===== config.mk =====
export PLATFORM = sky130hd
export DESIGN_NAME = fp_add_normalize
export DESIGN_NICKNAME = d
export VERILOG_FILES = /design/src/rtl/fpadd_pkg.sv /design/src/rtl/fp_round_rne.sv /design/src/rtl/fp_add_normalize.sv
export SDC_FILE = /design/constraint.sdc
export NUM_CORES = 1
export LEC_CHECK = 0
export BUFFER_PORTS_ARGS = -buffer_cell sky130_fd_sc_hd__buf_2
export CAP_MARGIN = 20
export CORE_MARGIN = 2
export CORE_UTILIZATION = 49
export CTS_CLUSTER_SIZE = 14
export DETAILED_ROUTE_END_ITERATION = 10
export GPL_ROUTABILITY_DRIVEN = 0
export GPL_TIMING_DRIVEN = 0
export PLACE_DENSITY = 0.68
export SKIP_CTS_REPAIR_TIMING = 1
export SLEW_MARGIN = 30
export SYNTH_ARGS = -nofsm -noshare
export SYNTH_HDL_FRONTEND = slang
export SYNTH_SLANG_ARGS = --single-unit

===== constraint.sdc =====
create_clock -name clk -period 9.1 [get_ports clk]
set_input_delay 0.455 -clock clk [delete_from_list [all_inputs] [get_ports clk]]
set_output_delay 0.455 -clock clk [all_outputs]
set_load 0.01 [all_outputs]

===== src/rtl/fpadd_pkg.sv =====
// Shared types and constants for the single-precision adder normalize/round stage.
package fpadd_pkg;

    localparam int unsigned BIAS    = 127;
    localparam int unsigned EXP_MAX = 255;
    localparam int unsigned EXT_W   = 27;

    typedef struct packed {
        logic        sign;
        logic [7:0]  exp;
        logic [22:0] mant;
    } fp32_t;

    typedef enum logic [2:0] {
        IDLE,
        ADD,
        NORM,
        ROUND,
        DONE
    } state_t;

endpackage


===== src/rtl/fp_round_rne.sv =====
// Round-to-nearest-even on a normalized {1.mant, G, R, S} extended magnitude.
module fp_round_rne #(
    parameter int unsigned MANT_W = 23
) (
    input  logic [MANT_W+3:0] i_ext,
    output logic [MANT_W-1:0] o_mant,
    output logic              o_exp_inc,
    output logic              o_inexact
);

    logic [MANT_W:0]   w_sig;
    logic              w_g;
    logic              w_r;
    logic              w_s;
    logic              w_up;
    logic [MANT_W+1:0] w_sum;

    assign w_sig = i_ext[MANT_W+3:3];
    assign w_g   = i_ext[2];
    assign w_r   = i_ext[1];
    assign w_s   = i_ext[0];
    assign w_up  = w_g & (w_r | w_s | w_sig[0]);
    assign w_sum = {1'b0, w_sig} + {{(MANT_W+1){1'b0}}, w_up};

    // A carry out leaves 10..0, so the stored bits are zero after the renormalizing shift.
    assign o_exp_inc = w_sum[MANT_W+1];
    assign o_mant    = w_sum[MANT_W+1] ? w_sum[MANT_W:1] : w_sum[MANT_W-1:0];
    assign o_inexact = w_g | w_r | w_s;

endmodule


===== src/rtl/fp_add_normalize.sv =====
// FP adder add/normalize/round stage with valid/ready handshake.
// Define FPADD_FLAGS_EN to build the overflow/underflow/inexact flag logic.
module fp_add_normalize
    import fpadd_pkg::*;
#(
    parameter int unsigned MANT_W = 23,
    parameter int unsigned EXP_W  = 8
) (
    input  logic                    clk,
    input  logic                    rst_n,
    input  logic                    in_valid,
    output logic                    in_ready,
    input  logic                    signA,
    input  logic                    signB,
    input  logic [MANT_W:0]         alignedMantissaA,
    input  logic [MANT_W:0]         alignedMantissaB,
    input  logic                    guardBit,
    input  logic                    roundBit,
    input  logic                    stickyBit,
    input  logic [EXP_W-1:0]        exponentIn,
    output logic                    out_valid,
    input  logic                    out_ready,
    output logic [EXP_W+MANT_W:0]   result,
    output logic                    overflow,
    output logic                    underflow,
    output logic                    inexact
);

    localparam int unsigned XW = MANT_W + 4;
    localparam int unsigned WW = XW + 1;
    localparam int unsigned EW = EXP_W + 2;
    localparam logic [EW-1:0] EXP_ONE = EW'(1);
    localparam logic [EW-1:0] EXP_INF = EW'((1 << EXP_W) - 1);

    state_t              r_state;
    state_t              w_state_nx;
    logic                r_sign_a;
    logic                r_sign_b;
    logic [MANT_W:0]     r_mant_a;
    logic [MANT_W:0]     r_mant_b;
    logic [2:0]          r_grs;
    logic [EW-1:0]       r_exp;
    logic [WW-1:0]       r_w;
    logic                r_sign;
    logic [EXP_W+MANT_W:0] r_result;

    logic [XW-1:0]       w_ext_a;
    logic [XW-1:0]       w_ext_b;
    logic                w_a_ge_b;
    logic [WW-1:0]       w_sum;
    logic                w_sum_sign;
    logic                w_sum_zero;
    logic                w_norm_stop;
    logic                w_flush;
    logic [MANT_W-1:0]   w_rnd_mant;
    logic                w_rnd_inc;
    logic                w_rnd_inexact;
    logic [EW-1:0]       w_exp_rnd;
    logic                w_ovf;

    // The shifted operand is the one whose hidden bit is clear; only it carries G/R/S.
    assign w_ext_a  = r_mant_a[MANT_W] ? {r_mant_a, 3'b000} : {r_mant_a, r_grs};
    assign w_ext_b  = r_mant_b[MANT_W] ? {r_mant_b, 3'b000} : {r_mant_b, r_grs};
    assign w_a_ge_b = (w_ext_a >= w_ext_b);

    always_comb begin
        w_sum      = {1'b0, w_ext_a} + {1'b0, w_ext_b};
        w_sum_sign = r_sign_a;
        if (r_sign_a ^ r_sign_b) begin
            if (w_a_ge_b) begin
                w_sum      = {1'b0, w_ext_a - w_ext_b};
                w_sum_sign = r_sign_a;
            end else begin
                w_sum      = {1'b0, w_ext_b - w_ext_a};
                w_sum_sign = r_sign_b;
            end
        end
    end

    assign w_sum_zero  = (w_sum == '0);
    assign w_norm_stop = r_w[WW-1] | r_w[XW-1] | (r_exp == EXP_ONE);
    assign w_flush     = (r_state == NORM) & ~r_w[WW-1] & ~r_w[XW-1] & (r_exp == EXP_ONE);

    fp_round_rne #(
        .MANT_W (MANT_W)
    ) u_round (
        .i_ext     (r_w[XW-1:0]),
        .o_mant    (w_rnd_mant),
        .o_exp_inc (w_rnd_inc),
        .o_inexact (w_rnd_inexact)
    );

    assign w_exp_rnd = r_exp + {{(EW-1){1'b0}}, w_rnd_inc};
    assign w_ovf     = (w_exp_rnd >= EXP_INF);

    always_ff @(posedge clk or negedge rst_n) begin
        if (!rst_n) r_state <= IDLE;
        else        r_state <= w_state_nx;
    end

    always_comb begin
        w_state_nx = r_state;
        unique case (r_state)
            IDLE:    if (in_valid) w_state_nx = ADD;
            ADD:     w_state_nx = w_sum_zero ? ROUND : NORM;
            NORM:    if (w_norm_stop) w_state_nx = ROUND;
            ROUND:   w_state_nx = DONE;
            DONE:    if (out_ready) w_state_nx = IDLE;
            default: w_state_nx = IDLE;
        endcase
    end

    always_ff @(posedge clk or negedge rst_n) begin
        if (!rst_n) begin
            r_sign_a <= 1'b0;
            r_sign_b <= 1'b0;
            r_mant_a <= '0;
            r_mant_b <= '0;
            r_grs    <= '0;
            r_exp    <= '0;
            r_w      <= '0;
            r_sign   <= 1'b0;
            r_result <= '0;
        end else begin
            unique case (r_state)
                IDLE: begin
                    if (in_valid) begin
                        r_sign_a <= signA;
                        r_sign_b <= signB;
                        r_mant_a <= alignedMantissaA;
                        r_mant_b <= alignedMantissaB;
                        r_grs    <= {guardBit, roundBit, stickyBit};
                        r_exp    <= {2'b00, exponentIn};
                    end
                end
                ADD: begin
                    r_w <= w_sum;
                    if (w_sum_zero) begin
                        r_sign <= 1'b0;
                        r_exp  <= '0;
                    end else begin
                        r_sign <= w_sum_sign;
                    end
                end
                NORM: begin
                    if (r_w[WW-1]) begin
                        r_w   <= {1'b0, r_w[WW-1:2], r_w[1] | r_w[0]};
                        r_exp <= r_exp + EXP_ONE;
                    end else if (r_w[XW-1]) begin
                        r_w <= r_w;
                    end else if (r_exp == EXP_ONE) begin
                        r_w   <= '0;
                        r_exp <= '0;
                    end else begin
                        r_w   <= {r_w[WW-2:0], 1'b0};
                        r_exp <= r_exp - EXP_ONE;
                    end
                end
                ROUND: begin
                    if (w_ovf) r_result <= {r_sign, {EXP_W{1'b1}}, {MANT_W{1'b0}}};
                    else       r_result <= {r_sign, w_exp_rnd[EXP_W-1:0], w_rnd_mant};
                end
                default: ;
            endcase
        end
    end

    assign in_ready  = (r_state == IDLE);
    assign out_valid = (r_state == DONE);
    assign result    = r_result;

`ifdef FPADD_FLAGS_EN
    logic r_ovf;
    logic r_unf;
    logic r_inx;

    always_ff @(posedge clk or negedge rst_n) begin
        if (!rst_n) begin
            r_ovf <= 1'b0;
            r_unf <= 1'b0;
            r_inx <= 1'b0;
        end else if ((r_state == IDLE) && in_valid) begin
            r_ovf <= 1'b0;
            r_unf <= 1'b0;
            r_inx <= 1'b0;
        end else if (w_flush) begin
            r_unf <= 1'b1;
        end else if (r_state == ROUND) begin
            // A flushed value is always nonzero, so a set underflow alone implies inexact.
            r_ovf <= w_ovf;
            r_inx <= w_rnd_inexact | w_ovf | r_unf;
        end
    end

    assign overflow  = r_ovf;
    assign underflow = r_unf;
    assign inexact   = r_inx;
`else
    logic w_unused_flags;
    assign w_unused_flags = w_rnd_inexact | w_flush;
    assign overflow  = 1'b0;
    assign underflow = 1'b0;
    assign inexact   = 1'b0;
`endif

endmodule


Word-level counts from Yosys, hierarchy flattened --
Index checks and enable logic that the tools add are counted.
Word-level totals: register bits 127, latch bits 0, ROM bits 0, memories kept 0, logic and storage cells 68, RAM bits 0, bits of input ports 65
Operators by class: shift-type cells 0, muxes and demuxes 24, divide/modulo/power cells 0, reductions and logical operators 8, add/sub/neg operators 7, equal/unequal tests 10, multipliers 0, bitwise gates (word level) 6, magnitude comparators 2
Operators with widths (count):
- 27-bit two-way mux | 6
- 28-bit one-hot mux with 2 select lines | 1
- 27-bit subtractor | 2
- 10-bit two-way mux | 5
- 31-bit two-way mux | 1
- 10-bit one-hot mux with 3 select lines | 1
- 27-bit by 27-bit adder with 28-bit output | 1
- 28-bit logical NOT | 1
- 28-bit two-way mux | 1
- 27-bit greater-or-equal comparator | 1
- 24-bit by 1-bit adder with 25-bit output | 1
- 23-bit two-way mux | 1
- 3-bit one-hot mux with 5 select lines | 1
- 10-bit by 1-bit adder with 10-bit output | 1
- 10-bit by 1-bit adder with 10-bit output (second input constant) | 1
- 10-bit by 1-bit equality test with 1-bit output (second input constant) | 1
- 10-bit by 8-bit greater-or-equal comparator with 1-bit output (second input constant) | 1
- 10-bit by 1-bit subtractor with 10-bit output (second input constant) | 1
- 3-bit two-way mux | 3
- 3-bit by 2-bit equality test with 1-bit output (second input constant) | 2
- 2-bit inequality test (second input constant) | 3
- 1-bit two-way mux | 4
- 1-bit bitwise OR | 4
- 2-bit AND reduction | 2
- other kinds (11) | 11

Longest topological paths before layout --
depth in word-level cells 7, gate-level depth with buffers 23, gate-level depth less buffers 22

Modules after synthesis --
A second synthesis with hierarchy kept.
Second synthesis, totals: cells, all modules 1361, area total of the unflattened synthesis 10941.7 um^2
Modules (own cells, without submodules):
- fp_add_normalize | area each 10317.4 um^2, cells an instance 1260, seq. area each 3178.0 um^2, times used 1
- fp_round_rne | area each 624.3 um^2, cells an instance 101, seq. area each 0.0 um^2, times used 1

Worst setup path before layout --
No wires, ideal clock.
path kind reg-to-reg, start register r_w[3], end register r_result[0], in the netlist result[0], path slack 4756 ps, cell stages (with the launch flop) 24, arrival time 4279 ps, buffers on the path 1, path through dfrtp_1 and2_1 ha_1 and3_1 and3_1 and2_1 nand4_1 nor2_1 and4_1 and3_1 nand3_1 inv_1 ha_1 ha_1 nand2_1 nor2_1 nand3_1 o21ai_0 nand2b_1 a21oi_1 a21boi_1 clkbuf_1 o211ai_1 nand2_1
On the way: longest elaborated chain between the ends 6, elaborated cells on any way between the ends 7, classes of those cells 2 x add/sub; 1 x order compare; 2 x mux; 2 x bitwise
Ends and longest elaborated chain:
- start: declaration | RTL line fp_add_normalize.sv:43 | logic [WW-1:0] r_w;
- start signal: assignment | RTL line fp_add_normalize.sv:137 | r_w <= w_sum;
- start signal: assignment | RTL line fp_add_normalize.sv:147 | r_w <= {1'b0, r_w[WW-1:2], r_w[1] | r_w[0]};
- start signal: assignment | RTL line fp_add_normalize.sv:150 | r_w <= r_w;
- 1-bit bitwise OR | RTL line fp_round_rne.sv:22 | assign w_up = w_g & (w_r | w_s | w_sig[0]);
- 1-bit AND | RTL line fp_round_rne.sv:22
- 24-bit by 1-bit adder with 25-bit output * | RTL line fp_round_rne.sv:23 | assign w_sum = {1'b0, w_sig} + {{(MANT_W+1){1'b0}}, w_up};
- 10-bit by 1-bit adder with 10-bit output | RTL line fp_add_normalize.sv:93 | assign w_exp_rnd = r_exp + {{(EW-1){1'b0}}, w_rnd_inc};
- 10-bit by 8-bit greater-or-equal comparator with 1-bit output | RTL line fp_add_normalize.sv:94 | assign w_ovf = (w_exp_rnd >= EXP_INF);
- 31-bit two-way mux * | RTL line fp_add_normalize.sv:160 | if (w_ovf) r_result <= {r_sign, {EXP_W{1'b1}}, {MANT_W{1'b0}}};
- end signal: assignment | RTL line fp_add_normalize.sv:160
- end signal: assignment | RTL line fp_add_normalize.sv:161 | else r_result <= {r_sign, w_exp_rnd[EXP_W-1:0], w_rnd_mant};
- end: declaration | RTL line fp_add_normalize.sv:45 | logic [EXP_W+MANT_W:0] r_result;
Every way passes the cells marked *; elsewhere a longest branch is shown, timed or not. A chain may end at the register's enable or synchronous reset.

Worst setup path in the final report --
start register r_w[2], end register r_result[20], in the netlist result[20]
On the way: longest elaborated chain between the ends 5, elaborated cells on any way between the ends 6, classes of those cells 2 x add/sub; 1 x order compare; 2 x mux; 1 x bitwise
Ends and longest elaborated chain (RTL line):
- 1-bit AND * | fp_round_rne.sv:22
- 24-bit by 1-bit adder with 25-bit output * | fp_round_rne.sv:23
- 10-bit by 1-bit adder with 10-bit output | fp_add_normalize.sv:93
- 10-bit by 8-bit greater-or-equal comparator with 1-bit output | fp_add_normalize.sv:94
- 31-bit two-way mux * | fp_add_normalize.sv:160
Marked as above.

==> results.json <==
{
  "grt_max_degree": 86,
  "h-tree-depth": 4,
  "routed_via_density": 6.188,
  "clkSinkCount": 127,
  "synth_edf_count": 0,
  "final_area_sq_um": 12570,
  "wl_um": 35380,
  "yosys_warnings": 0,
  "crit_slowest_cell": "a21boi_1",
  "die-area_sq_um": 23780,
  "async_flop_share_pct": 100.0,
  "io_pins": 102,
  "antenna_cells": 0,
  "drc_errors": 0,
  "cts_made_buffers": 17,
  "yosys.area.top_type": "dfrtp_1",
  "fin_crit_sh_pct": 60.31,
  "placed_cell_area_sq_um": 11940,
  "synth_area_leaders": "dfrtp_1 29%, ha_1 9.7%, nand2_1 6.6%, o21ai_0 6.2%, a21oi_1 4.6%",
  "timing.setup.tns_ns": 0,
  "die_h_um": 154.2,
  "slew_headroom_pct": 34.66,
  "ys.flop_type": "dfrtp_1",
  "synth_area_per_cell_sq_um": 7.847,
  "fin_util_pct": 57.25,
  "drive_above_1_share_pct": 12.97,
  "synth_top_cells_by_count": "193 x nand2_1, 138 x o21ai_0, 127 x dfrtp_1, 103 x nor2_1, 101 x a21oi_1",
  "antenna_found_initial": 0,
  "crit_path_start_kind": "flop",
  "cts_buffer_depth": 2,
  "cpPeakStageDelay_ns": 0.66,
  "clock.fmax_ghz": 0.1822,
  "period_minus_slack_ns": 5.488,
  "syn_area_sq_um": 11060,
  "setup_viol": 0,
  "final_max_slew_viol_count": 0,
  "start_util_pct": 50.35,
  "port_buffers": 98,
  "coreArea_sq_um": 21960,
  "critPathMaxFanout": 10,
  "drt_iter0_drc": 1172,
  "post_drt_wl_per_cell_um": 19.42,
  "worst_slack_ns": 3.612,
  "status": "complete, no violations",
  "synth_top_area_share_pct": 28.74,
  "ys_types": 92,
  "drt_first_pass_iters": 6,
  "grt_util_all_layers_pct": 29.57,
  "critPathKind": "flop to flop",
  "maxCapViolations": 0,
  "crit_required_ns": 9.47,
  "dp_slack_ns": 3.615,
  "seq_area_frac_synth_pct": 28.74,
  "hold_violations": 0,
  "grt_pass1_vias": 10610,
  "finalNetCount": 1684,
  "hpwlAfterDp_um": 27160,
  "row_count": 54,
  "die-width_um": 154.2,
  "endpoint_kind": "flop",
  "worst_pin_slew_ns": 0.9780,
  "path_clk_slew_ns": 0.07,
  "grt_pass1_wl_um": 56080,
  "final_antenna_net_count": 0,
  "insertion_delay_ns": 0.44,
  "cts_tree": "yes",
  "arrival_ns": 5.86,
  "holdCritPathClass": "input pin to flop",
  "path_cells": "and2_1 -> ha_1 -> and3_1 -> and3_1 -> and2_1 -> nand4_1 -> nor2_1 -> and4_1 -> and3_1 -> nand3_1 -> inv_1 -> ha_1 -> ha_1 -> nand2_1 -> nor2_1 -> nand3_1 -> o21ai_0 -> nand2b_1 -> a21oi_1 -> a21boi_1 -> clkbuf_1 -> o211ai_1 -> nand2_1",
  "finalClockSkew_ns": 0.01204,
  "syn_to_final_growth_pct": 13.70,
  "grt-ovfl-total": 0,
  "synth_most_common_cell": "nand2_1",
  "grt_setup_unrepaired": "false",
  "clockRootBuffer": "clkbuf_16",
  "netlist_instances": 1409,
  "ys_ff_latch": 127,
  "vias": 11280
}
[critical path, delay by kind of cell (launching register included)]
kind,cells,cell delay [ns]
adders and majority gates,3,0.64
DFF,1,0.43
buffers and inverters,2,0.64
AOI/OAI and AO/OA,4,1.24
and+or+nand+nor,14,2.46
[stage by stage]
step	hold WS, ns	cells
2_1_floorplan	0.1594	1411
3_3_place_gp	0.4578	1789
3_5_place_dp	0.3634	1790
4_1_cts	-0.09433	1821
5_1_grt	0.2233	1822
6_report	0.2052	1822
[cell type report]
class                   instances  area, sq um
inverters                      91        341.6
flip-flops and latches        127         3178
plain buffers                  82        381.6
clock buffers                  19        452.9
repair buffers                100        538.0
clock inverters                12        158.9
fillers                      2102         9387
well taps                     280        350.3
multi-input cells            1111         7171
[state kept, by name, summed over array words and instances, names as in the netlist]
name,cells
r_state,3
result,32
r_sign_b,1
r_w,28
r_exp,10
r_sign_a,1
r_grs,3
r_mant_a,24
r_mant_b,24
r_sign,1
[cells by family after synthesis]
kind of cell               after synthesis  share of synthesized area (%)
and+or+nand+nor                        505                          21.92
AOI/OAI and AO/OA                      460                          28.08
buffers and inverters                  173                          6.541
DFF                                    127                          28.74
adders and majority gates               89                          10.27
xor gates and xnor gates                46                          3.644
muxes                                    8                         0.7695
other                                    1                        0.03392
[cell usage in the layout, fill, tap and decap left out, drive strengths merged, types with 11 or more instances in the layout]
master,instances
nor2,104
or3,12
and3,13
buf,126
a31oi,15
xor2,14
a221oi,19
o31ai,11
nand2,196
nor2b,17
o211ai,22
nor4,16
nand2b,18
a22o,12
clkbuf,74
nand4,26
nor3,31
o21ai,143
inv,93
a21o,17
ha,86
dfrtp,127
nand3,32
a211oi,16
a21oi,104
xnor2,32
[routing by layer]
metal / vias to the layer above / share of wire, % / track usage [%]
met5: - / 0 / 0
met4: 0 / 4.4 / 13.40
met3: 131 / 8.4 / 6.108
met2: 559 / 46 / 48.56
met1: 5269 / 41 / 37.64
li1: 5316 / - / -
[worst paths after layout]
path | start | end | slack [ns] | cells past startpoint
setup / recovery | r_w[2] | result[20] | 3.61 | 23
hold / removal | signB | r_sign_b | 0.21 | 3
setup reg to reg | r_w[2] | result[20] | 3.61 | 23
hold reg to reg | result[13] | result[13] | 0.47 | 2
max in group asynchronous | rst_n | r_mant_b[17] | 7.88 | 3
min in group asynchronous | rst_n | r_exp[4] | 0.49 | 2
Power is not shown: default switching activity piles up to over one toggle a cycle in this logic, so the estimate is an artifact.
